`src/rtl/hazard_pkg.sv`:
```
// Shared defaults and constants for the decode-stage hazard scoreboard.
package hazard_pkg;
    localparam int NUM_REGS_DEF = 8;
    localparam int WB_DIST_DEF  = 3;
    // Link register that jal/jalr name as their destination.
    localparam logic [2:0] R7 = 3'd7;
endpackage

```
`src/rtl/hazard_sb_entry.sv`:
```
// One scoreboard entry: pending-write countdown plus a load-producer flag.
module hazard_sb_entry
    import hazard_pkg::*;
#(
    parameter int WB_DIST = WB_DIST_DEF
) (
    input  logic clk,
    input  logic rst,
    input  logic set,
    input  logic set_load,
    output logic busy,
    output logic in_ex,
    output logic is_load
);
    localparam int            CW      = $clog2(WB_DIST + 1);
    localparam logic [CW-1:0] CNT_MAX = CW'(WB_DIST);

    logic [CW-1:0] cnt;
    logic          ld;

    // A new producer overrides the countdown, so the newest writer always wins.
    always_ff @(posedge clk or posedge rst) begin
        if (rst) begin
            cnt <= '0;
            ld  <= 1'b0;
        end else if (set) begin
            cnt <= CNT_MAX;
            ld  <= set_load;
        end else if (cnt != '0) begin
            cnt <= cnt - CW'(1);
        end
    end

    assign busy    = (cnt != '0);
    assign in_ex   = (cnt == CNT_MAX);
    assign is_load = ld;
endmodule

```
`src/rtl/hazard_scoreboard.sv`:
```
// Counter-based decode hazard unit: per-register pending writes, load-use
// detection, redirect flushes and saturating stall/flush statistics.
module hazard_scoreboard
    import hazard_pkg::*;
#(
    parameter int NUM_REGS = NUM_REGS_DEF,
    parameter int WB_DIST  = WB_DIST_DEF,
    parameter int FWD_EN   = 1,
    parameter int PERF_W   = 16,
    localparam int RW      = $clog2(NUM_REGS)
) (
    input  logic                clk,
    input  logic                rst,
    input  logic                id_valid,
    input  logic [RW-1:0]       id_src0,
    input  logic [RW-1:0]       id_src1,
    input  logic                id_src0_en,
    input  logic                id_src1_en,
    input  logic                id_src0_early,
    input  logic [RW-1:0]       id_dst,
    input  logic                id_dst_we,
    input  logic                id_is_load,
    input  logic                redirect,
    output logic                stall_decode,
    output logic                issue,
    output logic                flush_fetch,
    output logic                flush_decode,
    output logic [NUM_REGS-1:0] busy_mask,
    output logic [PERF_W-1:0]   stall_cnt,
    output logic [PERF_W-1:0]   flush_cnt
);
    logic [NUM_REGS-1:0] in_ex;
    logic [NUM_REGS-1:0] is_load;
    logic [NUM_REGS-1:0] set;
    logic                hazard0;
    logic                hazard1;

    for (genvar g = 0; g < NUM_REGS; g++) begin : g_entry
        assign set[g] = issue & id_dst_we & (id_dst == RW'(g));

        hazard_sb_entry #(.WB_DIST(WB_DIST)) u_entry (
            .clk     (clk),
            .rst     (rst),
            .set     (set[g]),
            .set_load(id_is_load),
            .busy    (busy_mask[g]),
            .in_ex   (in_ex[g]),
            .is_load (is_load[g])
        );
    end

    // With forwarding, only a load still in EX blocks an EX-stage consumer;
    // a decode-stage consumer (jr/jalr base) must wait for writeback.
    always_comb begin
        hazard0 = 1'b0;
        hazard1 = 1'b0;
        if (id_src0_en) begin
            if (FWD_EN == 0 || id_src0_early) hazard0 = busy_mask[id_src0];
            else                              hazard0 = is_load[id_src0] & in_ex[id_src0];
        end
        if (id_src1_en) begin
            if (FWD_EN == 0) hazard1 = busy_mask[id_src1];
            else             hazard1 = is_load[id_src1] & in_ex[id_src1];
        end
    end

    // id_valid offers an instruction; issue is its acceptance. While
    // stall_decode is high decode holds its contents; redirect squashes them.
    assign stall_decode = id_valid & ~redirect & (hazard0 | hazard1);
    assign issue        = id_valid & ~redirect & ~stall_decode;
    assign flush_fetch  = redirect;
    assign flush_decode = redirect;

    always_ff @(posedge clk or posedge rst) begin
        if (rst) begin
            stall_cnt <= '0;
            flush_cnt <= '0;
        end else begin
            if (stall_decode && stall_cnt != '1) stall_cnt <= stall_cnt + PERF_W'(1);
            if (redirect && flush_cnt != '1)     flush_cnt <= flush_cnt + PERF_W'(1);
        end
    end
endmodule

```
`config.mk`:
```
export PLATFORM = sky130hd
export DESIGN_NAME = hazard_scoreboard
export DESIGN_NICKNAME = d
export VERILOG_FILES = /design/src/rtl/hazard_pkg.sv /design/src/rtl/hazard_sb_entry.sv /design/src/rtl/hazard_scoreboard.sv
export SDC_FILE = /design/constraint.sdc
export NUM_CORES = 1
export LEC_CHECK = 0
export BUFFER_PORTS_ARGS = -buffer_cell sky130_fd_sc_hd__buf_2
export CORE_MARGIN = 3
export CORE_UTILIZATION = 50
export DETAILED_ROUTE_END_ITERATION = 7
export GPL_ROUTABILITY_DRIVEN = 1
export GPL_TIMING_DRIVEN = 0
export HOLD_SLACK_MARGIN = 0.02
export PLACE_DENSITY = 0.76
export SLEW_MARGIN = 20
export SYNTH_ARGS = -nofsm -noshare
export SYNTH_HDL_FRONTEND = slang
export SYNTH_SLANG_ARGS = --single-unit
```
`constraint.sdc`:
```
create_clock -name clk -period 2.2 [get_ports clk]
set_input_delay 0.33 -clock clk [delete_from_list [all_inputs] [get_ports clk]]
set_output_delay 0.33 -clock clk [all_outputs]
set_load 0.03 [all_outputs]
```
==> flow_summary_export.csv <==
group,metric,value,unit
hold_path,hold_path.class,"in2async",
global_route,use_met1,0.272,
global_route,overflow,0,
placement,place_congestion,0.799,
cells_and_area,nFillCells,448,
worst_setup_path,end_kind,"primary output",
global_route,met2_usage,0.347,
sta,setup_viol,42,
cells_and_area,layout_common_cells,"buf_2, dfrtp_1, nand2_1",
placement,portBuffers,60,
outcome,violations,"negative setup slack",
yosys,synth_top_area_share,0.442,
sta,min_period,2.62,ns
global_route,grt.busiest_layer,"met2",
yosys,ys_seq_area_frac,0.442,
worst_setup_path,timing.rr.start,"g_entry[6].u_entry.cnt[1]",
clocking,cts.hold.buffers_added,0,
sta,rsz0062_at_grt,"true",
sta,tightest_slew,0.694,ns
die,dieArea,7330,sq um
yosys,netlist_top_cells_area,"dfrtp_1, xor2_1, ha_1, mux2_2, nand2_1",
cells_and_area,nets,438,
clocking,cts_tree,"built",
routing,avgViaCountPerCell,5.26,
cells_and_area,ff_latch_area,1400,sq um
clocking,cts-root-buf,"clkbuf_8",
cells_and_area,utilization,0.708,
yosys,syn_area_per_cell,10.3,sq um
routing,wl,7190,um
die,die_y,85.6,um
worst_setup_path,worstSetupStartpointType,"register",
sta,hold_viol_final,0,
worst_setup_path,crit_type,"reg2out",
worst_setup_path,cp.required,1.87,ns
clocking,cts_htree_levels,2,
sta,fin_crit_sh,1.19,
worst_setup_path,cp-startpoint,"g_entry[6].u_entry.cnt[1]",
yosys,yosys_register_bits,56,
clocking,clk_latency,0.31,ns
clocking,cts_made_buffers,5,
pwr,cellPowerDensity,1050,nW/um^2
sta,whs,0.124,ns
global_route,grt_pass1_wl,11900,um
cells_and_area,diodes,0,
global_route,antenna_found_initial,0,
clocking,clockBufferDepth,2,
die,coreArea,6030,sq um
routing,num_vias,2514,
cells_and_area,syn_to_final_growth,34.6,%
clocking,cts.sink_count,56,
die,initial_utilization,0.526,
yosys,syn_nets,343,
placement,dp_slack,-0.276,ns
worst_setup_path,critical_path_arrival,2.29,ns
global_route,grt_max_degree,57,
cells_and_area,multi_input_area,1880,sq um
worst_setup_path,reg2reg_depth,11,
routing,drtIter0Drc,107,
pwr,p_total,4.49,mW
sta,setup_tns,-8.98,ns
pwr,ir_worst_vdd,0.851,mV
pwr,leakage,2.21,nW
sta,fin_ws,-0.422,ns
sta,final_max_slew_viol_count,0,
sta,max_slew_margin,0.537,
yosys,ys_warn_count,0,
cells_and_area,instances_no_fill,478,
cells_and_area,design_area,4270,sq um
yosys,synth-async-reset-ratio,1.00,
placement,place_inst,442,
yosys,synth_edf_count,0,
routing,ant_nets,0,
die,fp.dieW,85.6,um
yosys,ys_dominant_reg_cell,"dfrtp_1",
routing,drt-pass1-iter-count,4,
placement,post_dp_cell_area,3640,sq um
placement,dpl.hpwl,4570,um
routing,wl_per_cell,15.0,um
die,fp-row-count,28,
run,cap_violations,0,
global_route,grt_pass1_vias,2492,
cells_and_area,layout-drive-gt1-share,0.432,
worst_setup_path,worst-path-max-fanout,5,
sta,max_freq,381,MHz
global_route,track_usage,0.205,
sta,finClkSkew,0.00821,ns
yosys,synth_cell_type_count,38,
clocking,path_clk_slew,0.10,ns
yosys,yosys.area.top_type,"dfrtp_1",
yosys,syn_area,3170,sq um
global_route,gr-usage-met3,0.0375,
die,ios,62,
cells_and_area,layout_commonest_cell,"buf_2",
yosys,synthCells,307,
outcome,status,"finished, violations left",
routing,drc_errors,0,
## cells by family after synthesis
family                     Yosys count  share of synthesized area
buffers and inverters               44                     0.0675
muxes                               21                     0.0888
adders and majority gates           18                     0.0710
xor gates and xnor gates            37                      0.102
DFF                                 56                      0.442
AOI/OAI and AO/OA                   15                     0.0335
and+or+nand+nor                    116                      0.195
## flip-flops by register name (all words and copies together) (netlist names)
signal	count
flush_cnt	16
g_entry.u_entry.is_load	8
stall_cnt	16
g_entry.u_entry.cnt	16
## final cells by class
class,instances,share of cell area
Buffer,15,0.0287
Clock buffer,7,0.0202
Clock inverter,1,0.00176
Inverter,29,0.0261
Multi-Input combinational cell,207,0.441
Sequential cell,56,0.328
Tap cell,75,0.0220
Timing Repair Buffer,88,0.132
## per-layer routing
metal,part of all wire,up-vias
li1,-,1221
met1,0.45,1223
met2,0.50,61
met3,0.044,9
met4,0.011,0
met5,0,-
## cell usage after synthesis (4+ instances only)
cell	n
dfrtp_1	56
nand2_1	41
inv_1	29
xor2_1	26
ha_1	18
mux2_2	17
nand3_1	16
nor2_1	11
xnor2_1	11
buf_4	10
nand4_1	10
nor3_1	8
o21ai_0	6
nor4_2	5
and3_1	4
mux4_2	4
## worst max-delay path: stages, from the launching register on
cell and delay, ns:
dfrtp_1 0.41, inv_2 0.06, ha_4 0.18, mux4_2 0.45
mux2_4 0.28, nand2_4 0.06, a32oi_4 0.12, buf_6 0.15
and2_4 0.13, buf_6 0.13
## path summary, 6_finish.rpt
kind                            slack [ns]                          to
worst max-delay path                 -0.42                       issue
worst min-delay path                  0.12                flush_cnt[8]
worst max register to register       -0.38  g_entry[3].u_entry.is_load
worst min register to register        0.50               flush_cnt[10]
max in group asynchronous             1.61   g_entry[0].u_entry.cnt[1]
min in group clk                      0.39                flush_cnt[0]
## what timing repair did
item,CTS,global route
resized for setup,41,22
hold endpoints to repair,0,0
setup buffers,22,7
setup endpoints to repair,26,50
gates cloned,1,0
pin swaps,25,15
## power by group
| group | switching, mW | total [mW] | internal [mW] |
|---|---|---|---|
| combinational | 1.20 | 2.31 | 1.11 |
| clock | 0.334 | 0.591 | 0.257 |
| sequential | 0.267 | 1.59 | 1.32 |
| total | 1.80 | 4.49 | 2.69 |
No activity file was read; power rests on OpenSTA's default activity.
